## config.mk

```make
export PLATFORM = sky130hd
export DESIGN_NAME = interrupt_controller_flat
export DESIGN_NICKNAME = d
export VERILOG_FILES = /design/src/rtl/interrupt_controller_if.sv /design/src/rtl/interrupt_controller.sv /design/src/flat_wrapper.sv
export SDC_FILE = /design/constraint.sdc
export NUM_CORES = 1
export LEC_CHECK = 0
export CELL_PAD_IN_SITES_DETAIL_PLACEMENT = 1
export CELL_PAD_IN_SITES_GLOBAL_PLACEMENT = 2
export CORE_UTILIZATION = 28
export DETAILED_ROUTE_END_ITERATION = 8
export PLACE_DENSITY_LB_ADDON = 0.1
export SLEW_MARGIN = 30
export SYNTH_ARGS = -nofsm -noshare
export SYNTH_HDL_FRONTEND = slang
export SYNTH_SLANG_ARGS = --single-unit
```

## constraint.sdc

```tcl
create_clock -name clk -period 2 [get_ports clk]
set_clock_uncertainty 0.05 [all_clocks]
set_input_delay 0.4 -clock clk [delete_from_list [all_inputs] [get_ports clk]]
set_output_delay 0.4 -clock clk [all_outputs]
set_load 0.005 [all_outputs]
```

## src/rtl/interrupt_controller_if.sv

```systemverilog
// Request, mask and CPU handshake bundle for the interrupt controller.
interface interrupt_controller_if;
    logic [15:1] requests;
    logic        mask_we;
    logic [15:1] mask_wdata;
    logic        intr_ack;
    logic        intr_eoi;
    logic        intr;
    logic [3:0]  intr_code;
    logic        in_service;
    logic [15:1] pending;
    logic [15:1] enable;

    // Requester/CPU side: drives requests, mask writes and the handshake.
    modport master (
        output requests, mask_we, mask_wdata, intr_ack, intr_eoi,
        input  intr, intr_code, in_service, pending, enable
    );

    // Controller side.
    modport slave (
        input  requests, mask_we, mask_wdata, intr_ack, intr_eoi,
        output intr, intr_code, in_service, pending, enable
    );
endinterface

```

## src/rtl/interrupt_controller.sv

```systemverilog
// Fifteen-line interrupt controller: edge latch, enable mask, fixed priority
// (code 1 highest), one interrupt in service at a time.
module interrupt_controller (
    input  logic                   clk,
    input  logic                   rst,
    interrupt_controller_if.slave  bus
);
    localparam int unsigned NUM_LINES = 15;
    localparam int unsigned CODE_W    = 4;

    typedef enum logic [1:0] {
        IDLE    = 2'd0,
        REQUEST = 2'd1,
        SERVICE = 2'd2
    } state_t;

    state_t                state;
    logic [NUM_LINES:1]    req_prev;
    logic [NUM_LINES:1]    pending_q;
    logic [NUM_LINES:1]    enable_q;
    logic                  intr_q;
    logic [CODE_W-1:0]     intr_code_q;
    logic                  in_service_q;

    logic [NUM_LINES:1]    req_edge;
    logic [NUM_LINES:1]    eligible;
    logic [NUM_LINES:1]    ack_clr;
    logic [CODE_W-1:0]     winner;
    logic                  ack_accept;

    assign req_edge   = bus.requests & ~req_prev;
    assign eligible   = pending_q & enable_q;
    assign ack_accept = (state == REQUEST) && bus.intr_ack;

    // Lowest eligible index wins; scanning downward lets the last hit stand.
    always_comb begin
        winner = '0;
        for (int i = NUM_LINES; i >= 1; i--) begin
            if (eligible[i]) begin
                winner = CODE_W'(i);
            end
        end
    end

    // One-hot clear of the presented line on an accepted acknowledge.
    always_comb begin
        ack_clr = '0;
        if (ack_accept) begin
            for (int i = 1; i <= NUM_LINES; i++) begin
                ack_clr[i] = (intr_code_q == CODE_W'(i));
            end
        end
    end

    // Edge history, pending latch (set wins over clear) and enable mask.
    always_ff @(posedge clk or posedge rst) begin
        if (rst) begin
            req_prev  <= '0;
            pending_q <= '0;
            enable_q  <= '0;
        end else begin
            req_prev  <= bus.requests;
            pending_q <= (pending_q & ~ack_clr) | req_edge;
            if (bus.mask_we) begin
                enable_q <= bus.mask_wdata;
            end
        end
    end

    // Handshake FSM with registered outputs; the code is frozen outside IDLE.
    always_ff @(posedge clk or posedge rst) begin
        if (rst) begin
            state        <= IDLE;
            intr_q       <= 1'b0;
            intr_code_q  <= '0;
            in_service_q <= 1'b0;
        end else begin
            case (state)
                IDLE: begin
                    if (eligible != '0) begin
                        state       <= REQUEST;
                        intr_q      <= 1'b1;
                        intr_code_q <= winner;
                    end else begin
                        intr_code_q <= '0;
                    end
                end
                REQUEST: begin
                    if (bus.intr_ack) begin
                        state        <= SERVICE;
                        intr_q       <= 1'b0;
                        in_service_q <= 1'b1;
                    end
                end
                SERVICE: begin
                    if (bus.intr_eoi) begin
                        state        <= IDLE;
                        in_service_q <= 1'b0;
                        intr_code_q  <= '0;
                    end
                end
                default: begin
                    state        <= IDLE;
                    intr_q       <= 1'b0;
                    intr_code_q  <= '0;
                    in_service_q <= 1'b0;
                end
            endcase
        end
    end

    assign bus.intr       = intr_q;
    assign bus.intr_code  = intr_code_q;
    assign bus.in_service = in_service_q;
    assign bus.pending    = pending_q;
    assign bus.enable     = enable_q;
endmodule

```

## src/flat_wrapper.sv

```systemverilog
// flat-port wrapper written by rule: the top's interface ports become plain ports
module interrupt_controller_flat 
  (clk, rst, bus_requests, bus_mask_we, bus_mask_wdata, bus_intr_ack, bus_intr_eoi, bus_intr, bus_intr_code, bus_in_service, bus_pending, bus_enable);
  interrupt_controller_if bus_i ();
  input  logic clk;
  input  logic rst;
  input wire logic [$bits(bus_i.requests)-1:0] bus_requests;
  input wire logic [$bits(bus_i.mask_we)-1:0] bus_mask_we;
  input wire logic [$bits(bus_i.mask_wdata)-1:0] bus_mask_wdata;
  input wire logic [$bits(bus_i.intr_ack)-1:0] bus_intr_ack;
  input wire logic [$bits(bus_i.intr_eoi)-1:0] bus_intr_eoi;
  output wire logic [$bits(bus_i.intr)-1:0] bus_intr;
  output wire logic [$bits(bus_i.intr_code)-1:0] bus_intr_code;
  output wire logic [$bits(bus_i.in_service)-1:0] bus_in_service;
  output wire logic [$bits(bus_i.pending)-1:0] bus_pending;
  output wire logic [$bits(bus_i.enable)-1:0] bus_enable;
  assign bus_i.requests = bus_requests;
  assign bus_i.mask_we = bus_mask_we;
  assign bus_i.mask_wdata = bus_mask_wdata;
  assign bus_i.intr_ack = bus_intr_ack;
  assign bus_i.intr_eoi = bus_intr_eoi;
  assign bus_intr = bus_i.intr;
  assign bus_intr_code = bus_i.intr_code;
  assign bus_in_service = bus_i.in_service;
  assign bus_pending = bus_i.pending;
  assign bus_enable = bus_i.enable;
  interrupt_controller u_core (.clk(clk), .rst(rst), .bus(bus_i));
endmodule
```

==> insert_results.sql <==
INSERT INTO impl_metrics (metric_group, metric, value, unit) VALUES
('power', 'p_leak', '1.329', 'nW'),
('floorplanning', 'std_cell_rows', '31', ''),
('outcome', 'outcome', 'finished clean', ''),
('sta', 'tns', '0', 'ps'),
('detailed_routing', 'finalWirelength', '5840', 'um'),
('place', 'dpl.hpwl', '4428', 'um'),
('global_routing', 'congestion_overflow_gr', '0', ''),
('cts', 'clk-insertion-delay-late', '300', 'ps'),
('cts', 'cts_tree', 'done', ''),
('cts', 'clock_tree.htree_level_count', '2', ''),
('logic_synthesis', 'syn_avg_cell_area', '11.71', 'um2'),
('sta', 'max_freq', '0.5393', 'GHz'),
('sta', 'fin_worst_hold_slack', '369.7', 'ps'),
('layout', 'finish.cell_count_without_fillers', '368', ''),
('detailed_routing', 'maxUsedRoutingLayer', 'met4', ''),
('cts', 'postCtsHoldBufs', '0', ''),
('layout', 'drive_gt1_share', '13.38', '%'),
('logic_synthesis', 'seq_area_frac_synth', '60.88', '%'),
('power', 'max-vdd-ir-drop', '339.4', 'uV'),
('layout', 'multi_input_comb_area', '783.3', 'um2'),
('detailed_routing', 'met3_length', '182', 'um'),
('sta', 'setup_failing_eps_final', '0', ''),
('floorplanning', 'dieHeight', '90.21', 'um'),
('global_routing', 'vias_in_the_first_global_route', '1822', ''),
('sta', 'worst-slew-pin-transition', '550.4', 'ps'),
('floorplanning', 'die-area', '8137', 'um2'),
('setup_path', 'critical_path_fanout_max', '5', ''),
('sta', 'layout_worst_path_cycle_share', '92.71', '%'),
('global_routing', 'grt_first_pass_wirelength', '9528', 'um'),
('detailed_routing', 'postRouteAntennaNets', '0', ''),
('layout', 'area.growth.synth_to_final', '44.57', '%'),
('detailed_routing', 'drt_first_pass_iters', '4', ''),
('place', 'placed_cells_incl_taps', '360', ''),
('detailed_routing', 'route.vias.total', '1697', ''),
('logic_synthesis', 'synth.distinct_cells', '33', ''),
('place', 'place.port_buffers', '70', ''),
('place', 'placer_congestion', '0.7187', ''),
('layout', 'n_antenna_cell', '0', ''),
('power', 'report.power.total', '0.002803', 'W'),
('detailed_routing', 'drt-met1-wl', '2980', 'um'),
('setup_path', 'start_kind', 'flip-flop', ''),
('setup_path', 'timing.setup.critical_path_class', 'reg -> out', ''),
('floorplanning', 'ios', '71', ''),
('power', 'pwr_density_cell', '890.1', 'nW/um2'),
('logic_synthesis', 'synth_fp_nets', '221', ''),
('logic_synthesis', 'postSynth.asyncResetShare', '100.0', '%'),
('sta', 'final_critical_path_time_including_i_o_delays_and_setup', '1854', 'ps'),
('setup_path', 'crit_family', 'buffers and inverters', ''),
('detailed_routing', 'dr_wl_met2', '2647', 'um'),
('detailed_routing', 'first_iter_violations', '38', ''),
('cts', 'worst_setup_hold_path_clk_slew', '100', 'ps'),
('sta', 'relSlewSlack', '63.31', '%'),
('logic_synthesis', 'synth.cell_area', '2178', 'um2'),
('detailed_routing', 'avgViaCountPerCell', '4.611', ''),
('setup_path', 'worst_path_max_delay_cell', 'clkdlybuf4s50_1', ''),
('global_routing', 'antenna_found_initial', '0', ''),
('cts', 'post_cts.repair.setup_buffers', '0', ''),
('layout', 'layout.area.seq', '1326', 'um2'),
('setup_path', 'critical_path.cell_chain', 'clkdlybuf4s50_1', ''),
('setup_path', 'worstPathArrival', '1400', 'ps'),
('global_routing', 'grt_use_total', '15.13', '%'),
('detailed_routing', 'drc_errors', '0', ''),
('cts', 'post_cts_resized', '0', ''),
('setup_path', 'critical-path-max-stage-delay', '570', 'ps'),
('logic_synthesis', 'synth-main-ff-cell', 'dfrtp_1', ''),
('sta', 'drv_slew', '0', ''),
('logic_synthesis', 'syn-instance-count', '186', ''),
('global_routing', 'grt_start_max_net_pins', '54', ''),
('cts', 'cts_buffer_depth', '2', ''),
('logic_synthesis', 'ys.warnings.count', '0', ''),
('cts', 'numCtsBuffers', '5', '');
## synth_stat cells (3+ instances only)
library cell	n	area (um2)
o31ai_1	3	22.52
a211oi_1	3	22.52
dfrtp_1	53	1326
nand2b_1	4	25.02
nand3_1	3	15.01
o21ai_0	25	125.1
inv_1	16	60.06
a22oi_1	5	37.54
a22o_1	10	87.58
nand4_1	3	18.77
nand2_1	20	75.07
mux2_2	15	168.9
nor2_1	3	11.26
## worst register-to-register path, delay by kind of cell (launching register included)
family,cells,cell delay (ps)
flip-flops,1,430
AND/OR/NAND/NOR,1,200
AO/OA/AOI/OAI,3,980
## power by group
part           internal, W  total (W)  switching [W]  leakage (nW)
sequential         0.00121    0.00139       0.000178         0.583
clock             0.000249   0.000610       0.000361        0.0445
combinational     0.000448   0.000805       0.000357         0.702
total              0.00191    0.00280       0.000895          1.33
## stage by stage
step	utilization (%)	worst slack, ps	area [um2]
after floorplan	-	263.8	2178
after global placement	41.51	92.39	3059
after detailed placement	41.51	88.90	3059
after CTS	42.73	118.5	3149
after global routing	42.73	80.23	3149
final	42.73	145.9	3149
## flip-flops by register name (all words and copies together) (netlist names)
name / count
u_core.bus.intr_code: 4
u_core.bus.enable: 15
u_core.req_prev: 15
u_core.bus.in_service: 1
u_core.bus.pending: 15
u_core.state: 2
u_core.bus.intr: 1
## placed cells by master (no fill, tap or decap), types with 2 or more instances in the layout
cell type and instances:
clkdlybuf4s50_1 70, dfrtp_1 53, o21ai_0 25, nand2_1 20, mux2_2 15, inv_1 15
a22o_1 10, buf_4 6, a22oi_1 5, clkbuf_8 5, nand2b_1 4, nand4_1 3
o31ai_1 3, nand3_1 3, nor2_1 3, a211oi_1 3, and2_1 2, a31oi_1 2
a21oi_1 2
## path summary, 6_finish.rpt
kind	startpoint	end	slack, ps	depth (start not counted)
worst max register to register	u_core.bus.enable[3]	u_core.state[0]	200	4
min in group asynchronous	rst	u_core.req_prev[13]	400	3
worst max-delay path	u_core.bus.intr_code[1]	bus_intr_code[1]	150	1
max in group asynchronous	rst	u_core.state[0]	1260	3
worst min-delay path	u_core.req_prev[3]	u_core.bus.pending[3]	370	1
worst min register to register	u_core.req_prev[3]	u_core.bus.pending[3]	370	1
## kinds of logic (layout without fill, tap and decap cells)
| logic type | count (synthesis) | count (layout) | share of synthesized area, % |
|---|---|---|---|
| compound gates | 57 | 57 | 17.40 |
| flops | 53 | 53 | 60.88 |
| simple gates | 43 | 43 | 10.80 |
| buf+inv | 18 | 101 | 3.159 |
| mux | 15 | 15 | 7.754 |
## final cells by class
type                            instances  share of cell area (%)
Timing Repair Buffer                   77                   24.31
Clock inverter                          3                  0.6754
Multi-Input combinational cell        115                   24.87
Sequential cell                        53                   42.11
Tap cell                               99                   3.933
Inverter                               16                   1.907
Clock buffer                            5                   2.185
## routing by layer
| layer | up-vias | track usage [%] |
|---|---|---|
| li1 | 827 | - |
| met1 | 832 | 22.12 |
| met2 | 36 | 23.16 |
| met3 | 2 | 2.961 |
| met4 | 0 | 3.226 |
| met5 | - | 0 |
Note: power is estimated with default switching activity, not from simulation.
